==> src/rtl/xbar_ctx_sequencer.sv <==
// xbar_ctx_sequencer: steps the PE input crossbar through a table of routing
// contexts (one select word per output plus a dwell count) for a programmed
// number of passes, driving cb_en_o/select_o from registers.
// Optional feature macro: XBAR_SEQ_RANGE_CHK_EN (zero out-of-range select
// fields on table writes and flag them on cfg_err).
module xbar_ctx_sequencer #(
  parameter int NUM_INPUTS  = 14,
  parameter int NUM_OUTPUTS = 16,
  parameter int NUM_CTX     = 8,
  parameter int CNT_W       = 8,
  localparam int CTX_W      = $clog2(NUM_CTX),
  localparam int SEL_W      = $clog2(NUM_INPUTS),
  localparam int SW         = NUM_OUTPUTS * SEL_W
) (
  input  logic             clk,
  input  logic             rst_n,
  input  logic             cfg_we,
  input  logic [CTX_W-1:0] cfg_addr,
  input  logic [SW-1:0]    cfg_sel,
  input  logic [CNT_W-1:0] cfg_hold,
  output logic             cfg_err,
  input  logic             start,
  input  logic [CTX_W-1:0] last_ctx_i,
  input  logic [CNT_W-1:0] loops_i,
  input  logic             stop,
  output logic             busy,
  output logic             done,
  output logic [CTX_W-1:0] ctx_o,
  output logic             cb_en_o,
  output logic [SW-1:0]    select_o
);

  typedef enum logic [1:0] {
    IDLE = 2'd0,
    RUN  = 2'd1,
    DONE = 2'd2
  } state_t;

  state_t           state, state_nx;
  logic [SW-1:0]    sel_tab  [NUM_CTX];
  logic [CNT_W-1:0] hold_tab [NUM_CTX];
  logic [CTX_W-1:0] ctx_nx, ctx_inc, last, last_nx;
  logic [CNT_W-1:0] dwell, dwell_nx, loops, loops_nx;
  logic [SW-1:0]    select_nx, wr_sel;
  logic             busy_nx, done_nx, cb_en_nx, err_nx, wr_ok, wr_bad;

`ifdef XBAR_SEQ_RANGE_CHK_EN
  // Replace every select field that names a non-existent input with 0.
  function automatic logic [SW-1:0] clamp_sel(input logic [SW-1:0] w);
    logic [SW-1:0] r;
    r = w;
    for (int i = 0; i < NUM_OUTPUTS; i++) begin
      if (int'(w[i*SEL_W +: SEL_W]) >= NUM_INPUTS) begin
        r[i*SEL_W +: SEL_W] = '0;
      end else begin
        r[i*SEL_W +: SEL_W] = w[i*SEL_W +: SEL_W];
      end
    end
    return r;
  endfunction

  // True when any select field names a non-existent input.
  function automatic logic sel_bad(input logic [SW-1:0] w);
    logic b;
    b = 1'b0;
    for (int i = 0; i < NUM_OUTPUTS; i++) begin
      if (int'(w[i*SEL_W +: SEL_W]) >= NUM_INPUTS) begin
        b = 1'b1;
      end else begin
        b = b;
      end
    end
    return b;
  endfunction
`endif

  // Table write acceptance, write-data conditioning and error detection.
  always_comb begin
    wr_ok = cfg_we && (state != RUN);
`ifdef XBAR_SEQ_RANGE_CHK_EN
    wr_sel = clamp_sel(cfg_sel);
    wr_bad = sel_bad(cfg_sel);
`else
    wr_sel = cfg_sel;
    wr_bad = 1'b0;
`endif
    err_nx = (cfg_we && (state == RUN)) || (wr_ok && wr_bad);
  end

  // Context table storage; cleared on reset, writable outside RUN.
  always_ff @(posedge clk or negedge rst_n) begin
    if (!rst_n) begin
      for (int i = 0; i < NUM_CTX; i++) begin
        sel_tab[i]  <= '0;
        hold_tab[i] <= '0;
      end
    end else if (wr_ok) begin
      sel_tab[cfg_addr]  <= wr_sel;
      hold_tab[cfg_addr] <= cfg_hold;
    end
  end

  assign ctx_inc = ctx_o + CTX_W'(1);

  // Next-state and next-output logic of the sequencer FSM.
  always_comb begin
    state_nx  = state;
    ctx_nx    = ctx_o;
    last_nx   = last;
    dwell_nx  = dwell;
    loops_nx  = loops;
    select_nx = select_o;
    busy_nx   = 1'b0;
    done_nx   = 1'b0;
    cb_en_nx  = 1'b0;
    case (state)
      IDLE: begin
        if (start) begin
          state_nx  = RUN;
          last_nx   = last_ctx_i;
          loops_nx  = loops_i;
          ctx_nx    = '0;
          dwell_nx  = hold_tab[CTX_W'(0)];
          select_nx = sel_tab[CTX_W'(0)];
          busy_nx   = 1'b1;
          cb_en_nx  = 1'b1;
        end else begin
          state_nx = IDLE;
        end
      end
      RUN: begin
        busy_nx  = 1'b1;
        cb_en_nx = 1'b1;
        if (stop) begin
          state_nx = DONE;
          busy_nx  = 1'b0;
          cb_en_nx = 1'b0;
          done_nx  = 1'b1;
        end else if (dwell != '0) begin
          dwell_nx = dwell - CNT_W'(1);
        end else if (ctx_o < last) begin
          ctx_nx    = ctx_inc;
          dwell_nx  = hold_tab[ctx_inc];
          select_nx = sel_tab[ctx_inc];
        end else if (loops != '0) begin
          loops_nx  = loops - CNT_W'(1);
          ctx_nx    = '0;
          dwell_nx  = hold_tab[CTX_W'(0)];
          select_nx = sel_tab[CTX_W'(0)];
        end else begin
          state_nx = DONE;
          busy_nx  = 1'b0;
          cb_en_nx = 1'b0;
          done_nx  = 1'b1;
        end
      end
      DONE: begin
        state_nx = IDLE;
      end
      default: begin
        state_nx = IDLE;
      end
    endcase
  end

  // State, counters and registered outputs.
  always_ff @(posedge clk or negedge rst_n) begin
    if (!rst_n) begin
      state    <= IDLE;
      ctx_o    <= '0;
      last     <= '0;
      dwell    <= '0;
      loops    <= '0;
      select_o <= '0;
      busy     <= 1'b0;
      done     <= 1'b0;
      cb_en_o  <= 1'b0;
      cfg_err  <= 1'b0;
    end else begin
      state    <= state_nx;
      ctx_o    <= ctx_nx;
      last     <= last_nx;
      dwell    <= dwell_nx;
      loops    <= loops_nx;
      select_o <= select_nx;
      busy     <= busy_nx;
      done     <= done_nx;
      cb_en_o  <= cb_en_nx;
      cfg_err  <= err_nx;
    end
  end

endmodule
==> config.mk <==
export PLATFORM = sky130hd
export DESIGN_NAME = xbar_ctx_sequencer
export DESIGN_NICKNAME = d
export VERILOG_FILES = /design/src/rtl/xbar_ctx_sequencer.sv
export SDC_FILE = /design/constraint.sdc
export NUM_CORES = 1
export LEC_CHECK = 0
export CORE_MARGIN = 4
export CORE_UTILIZATION = 47
export CTS_BUF_LIST = sky130_fd_sc_hd__clkbuf_8
export DETAILED_ROUTE_END_ITERATION = 6
export PLACE_DENSITY_LB_ADDON = 0.15
export SYNTH_ARGS = -nofsm -noshare
export SYNTH_HDL_FRONTEND = slang
export SYNTH_SLANG_ARGS = --single-unit
==> constraint.sdc <==
create_clock -name clk -period 2.5 [get_ports clk]
set_clock_uncertainty 0.1 [all_clocks]
set_input_delay 0.375 -clock clk [delete_from_list [all_inputs] [get_ports clk]]
set_output_delay 0.375 -clock clk [all_outputs]
set_load 0.02 [all_outputs]
* Word level (Yosys, flattened, before mapping)
Cells that the tools add are included.
** Cells by class
- Bitwise gates (word level) :: 2
- Reductions and logical operators :: 12
- Add/subtract/negate cells :: 3
- Eq/ne operators :: 12
- $lt $le $gt $ge :: 4
- Muxes and demuxes :: 53
** Operators by type and width (number)
- $bwmux 512 :: 1
- $mux 64 :: 8
- $bmux 64 s3 :: 1
- $demux 64 s3 :: 1
- $pmux 64 s2 :: 1
- $mux 8 :: 13
- $bwmux 64 :: 1
- $pmux 8 s2 :: 2
- $bmux 8 s3 :: 1
- $demux 8 s3 :: 1
- $reduce_bool 8->1 :: 2
- $sub 8x1->8 const B :: 2
- $mux 3 :: 5
- $mux 1 :: 11
- $ne 3x3->1 const B :: 3
- $ge 4x4->1 const B :: 2
- $mux 2 :: 4
- $ne 2x2->1 const B :: 4
- $not 3->4 :: 2
- $pmux 3 s2 :: 1
- $reduce_and 6->1 :: 1
- $reduce_and 5->1 :: 1
- $lt 4x1->1 const B :: 1
- $ne 2x1->1 const B :: 2
- 13 further kinds :: 15
** Word-level totals
- Bits in registers :: 667
- Output and inout port bits :: 71
- Input bits :: 91
- Word-level logic and storage cells :: 111

* Logic depth before layout (Yosys ltp)
Gate-level depths: netlist of run 1.
- Depth in word-level cells :: 9
- Gate-level depth with buffers :: 10
- Gate-level depth less buffers :: 8

* Worst setup path after synthesis of run 1
No wires, ideal clock.
- Path type :: register to register
- Start :: register ctx_o[0]
- End :: register dwell[6]
- Library setup time :: 129 ps
- Arrival :: 2151 ps
- Required time :: 2271 ps
- Period minus slack after synthesis :: 2380 ps
- Path buffers :: 0
- Slack :: 120 ps
- Cell stages (with the launch flop) :: 7
- Path through :: dfrtp_1 -> ha_1 -> xor2_2 -> mux4_2 -> mux2_2 -> a221oi_1 -> o31ai_1
** On the way
- Word-level cells in the longest chain between the ends :: 9
- Elaborated cells between the ends (all ways) :: 12
- Classes of those cells :: add/sub (1); order compare (1); eq/ne (1); mux (7); bitwise (1); reduce/logical (1)
** Ends and longest elaborated chain
- start, declared :: line 28 : output logic [CTX_W-1:0] ctx_o,
- start signal, assigned :: line 181 : ctx_o <= ctx_nx;
- $add 3x1->3 :: line 103 : assign ctx_inc = ctx_o + CTX_W'(1);
- $not 3->4 (implied by the code) :: line 143 : dwell_nx = hold_tab[ctx_inc];
- $bmux 8 s3 :: line 143
- $mux 8 (implied by the code) (2 in a row) :: line 143
- $mux 8 :: line 141 : end else if (ctx_o < last) begin
- $mux 8 :: line 139 : end else if (dwell != '0) begin
- $mux 8 :: line 134 : if (stop) begin
- $pmux 8 s2 :: line 116 : case (state)
- end signal, assigned :: line 183 : dwell <= dwell_nx;
- end, declared :: line 43 : logic [CNT_W-1:0] dwell, dwell_nx, loops, loops_nx;
Parallel ways exist; a longest one is shown, timed or not. The select of a mux whose other input is x is not followed.
A chain may end at the register's enable or synchronous reset.

* Final worst setup path of run 1
- Start :: register ctx_o[0]
- End :: register dwell[7]
Same word-level chain as after synthesis.

==> impl_metrics.py, run 1 <==
metrics = {
    "sta": {
        "setup_viol": 1,
        "final_min_period_over_clock_period": 1.01,
        "rsz0062_at_grt": "yes",
        "slew_violations": 0,
        "setup_slack_ns": -0.0213,
        "finalCriticalPeriod_ns": 2.52,
        "fmax_ghz": 0.397,
        "hold_violations": 0,
        "max-slew-margin-rel": 0.616,
        "tightest_slew_ns": 0.575,
    },
    "route": {
        "dr_total_vias": 18200,
        "via_per_inst": 5.60,
        "dr.pass1.iters": 5,
        "post_drt_wl_per_cell_um": 23.2,
        "routed.top_layer": "met5",
        "drt-total-wl_um": 75600,
        "ant_nets": 0,
        "drt_iter0_markers": 987,
        "drc": 0,
        "wl_met1_um": 33800,
        "met2_wirelength_um": 37300,
        "wl_met3_um": 3310,
    },
    "layout": {
        "mostFrequentLayoutCells": "dfrtp_1 (665), mux2_2 (478), clkdlybuf4s50_1 (159), mux4_2 (144), clkbuf_8 (141)",
        "num-fill-cells": 5229,
        "synthToLayoutAreaGrowth_pct": 19.3,
        "fin_cells": 3254,
        "layout-drive-gt1-share": 0.424,
        "final_util": 0.568,
        "final_common_cell": "dfrtp_1",
        "fin_nets": 2394,
    },
    "critical_path": {
        "cp.required_ns": 2.99,
        "crit_start": "ctx_o[0]",
        "r2r_cells": 7,
        "rrSetupSlack_ns": -0.02,
        "worstPathMaxFanout": 8,
        "start_kind": "register",
        "worstSetupPathType": "reg2reg",
        "end_kind": "register",
        "timing.rr.end": "dwell[7]",
        "reg2reg_from": "ctx_o[0]",
        "arrival_ns": 3.01,
    },
    "clocking": {
        "clk_latency_ns": 0.71,
        "cts-buffers-inserted": 114,
        "cts_max_path_buffers": 3,
        "cts_root_buf": "clkbuf_8",
        "cts_sinks": 667,
        "clk_pin_slew_worst_paths_ns": 0.07,
        "cts_tree": "built",
        "h-tree-depth": 3,
    },
    "yosys": {
        "yosysWarnings": 0,
        "synthTopCellsByArea": "dfrtp_1 (54%), mux2_2 (18%), mux4_2 (11%)",
        "yosys.area.top_type_share": 0.544,
        "yosysSeqAreaShare": 0.544,
        "synth_edf_count": 0,
        "ys_seq_elements": 667,
        "synth_nets": 2134,
        "yosysTopAreaCell": "dfrtp_1",
        "synth_cell_types": 60,
        "syn_area_mm2": 0.0307,
        "yosys_most_used_dff": "dfrtp_1",
        "synth.avg_cell_area_um2": 15.1,
        "async_flop_share": 1.00,
        "synthCells": 2036,
    },
    "floorplan": {
        "initial_utilization": 0.476,
        "rows": 93,
        "fp.dieH_um": 264,
        "die_x_um": 264,
        "num_io_pins": 162,
        "fp.dieArea_mm2": 0.0695,
        "core_area_mm2": 0.0646,
    },
    "pwr": {
        "power.density_mw_per_mm2": 1040,
        "finalPower_uw": 38200,
        "irDropWorstVdd_mv": 0.498,
        "power.leakage_uw": 0.0155,
    },
    "flow_run": {
        "drv_cap": 0,
    },
    "place": {
        "post-dp-hpwl_um": 46900,
        "dp.cells": 3028,
        "gp_congestion": 0.786,
        "pre_cts_ws_ns": -0.0368,
        "port_buffers": 161,
    },
    "grt": {
        "antenna_found_initial": 10,
        "grt_usage": 0.217,
        "grt_pass1_wl_um": 119000,
        "overflow": 0,
        "grt_pass1_vias": 20000,
        "grt_max_degree": 72,
    },
    "status": {
        "violations": "negative setup slack",
        "outcome": "finished with violations",
    },
    "worst_hold_path": {
        "hp-class": "in2async",
    },
}
## per-stage QoR
stage / setup TNS, ns / cell area [um2] / hold slack [ns]
after floorplan: 0 / 30700 / -0.0206
after global routing: -0.131 / 36600 / 0.104
after global placement: -0.00870 / 34100 / 0.272
final: -0.0213 / 36700 / 0.113
after CTS: 0 / 36500 / 0.0479
after detailed placement: -0.0368 / 34100 / 0.271
## cell type report
class / count / area (um2) / share of cell area
Antenna cell: 5 / 12.5 / 0.000341
Clock buffer: 141 / 1940 / 0.0529
Clock inverter: 73 / 449 / 0.0123
Inverter: 13 / 51.3 / 0.00140
Multi-Input combinational cell: 1210 / 13100 / 0.358
Sequential cell: 667 / 16700 / 0.456
Tap cell: 855 / 1070 / 0.0292
Timing Repair Buffer: 290 / 3330 / 0.0908
## cells by family (layout without fill, tap and decap cells)
logic type                 count (synthesis)  in the layout  synth area share
muxes                                    793            793             0.349
other                                      0              5                 0
xor gates and xnor gates                   3              3           0.00110
AOI/OAI and AO/OA                        190            190            0.0346
and+or+nand+nor                          217            217            0.0359
buffers and inverters                    159            517            0.0326
DFF                                      667            667             0.544
adders and majority gates                  7              7           0.00285
## sequential cells by signal (all words and copies together) (netlist names)
signal and cells:
last 3, cfg_err 1, hold_tab 64, done 1
dwell 8, cb_en_o 1, state 2, sel_tab 512
loops 8, select_o 64, ctx_o 3
## Yosys cell counts (all sizes together) (2+ instances only)
| master | count |
|---|---|
| ha | 7 |
| dfrtp | 667 |
| a22o | 2 |
| and2 | 3 |
| mux2 | 580 |
| nand3 | 72 |
| a31o | 2 |
| a21boi | 2 |
| or4 | 3 |
| nor3 | 14 |
| o22ai | 4 |
| nor2 | 77 |
| nor3b | 5 |
| nand2 | 23 |
| o31ai | 4 |
| inv | 13 |
| buf | 122 |
| nor4 | 5 |
| a21oi | 79 |
| o211ai | 5 |
| a222oi | 2 |
| nand2b | 5 |
| a221oi | 3 |
| mux4 | 144 |
| nor2b | 4 |
| or3 | 3 |
| xnor2 | 2 |
| mux2i | 69 |
| clkbuf | 24 |
| o21a | 2 |
| o21ai | 76 |
| o2bb2ai | 2 |
## report_power, final
group          switching [uW]  internal (uW)  total, uW  leakage [uW]
registers                2390          15000      17400       0.00809
clock network            4480           5590      10100       0.00141
logic                    4420           6360      10800       0.00597
total                   11300          26900      38200        0.0155
## layer usage
metal / track usage / up-vias
met1: 0.297 / 9710
met5: 0 / -
met3: 0.0443 / 101
met2: 0.360 / 292
met4: 0.0541 / 8
li1: - / 8111
## worst max-delay path by stage
stage / cells after the start / end
floorplan: 6 / dwell[6]
global placement: 7 / select_o[22]
detailed placement: 7 / select_o[22]
CTS: 7 / select_o[36]
global route: 7 / dwell[1]
finish: 7 / dwell[7]
## repair_timing
item,CTS,global route
setup endpoints to repair,8,70
pin swaps,2,0
resized for setup,2,14
gates cloned,0,2
setup buffers,3,1
hold endpoints to repair,324,0
hold buffers,1,0
## worst max-delay path, cell delays in order, from the launching register on
cell,delay [ns]
dfrtp_4,0.50
ha_4,0.19
xor2_4,0.26
buf_4,0.29
mux4_2,0.34
mux2i_1,0.26
a221oi_1,0.12
mux2_1,0.31
No activity file was read; power rests on OpenSTA's default activity.
==> run 2, diff against run 1 <==
GPL_ROUTABILITY_DRIVEN = 0   (was default)
==> results of run 2 <==
No change in the layout: final DEF, timing and power equal those of run 1.
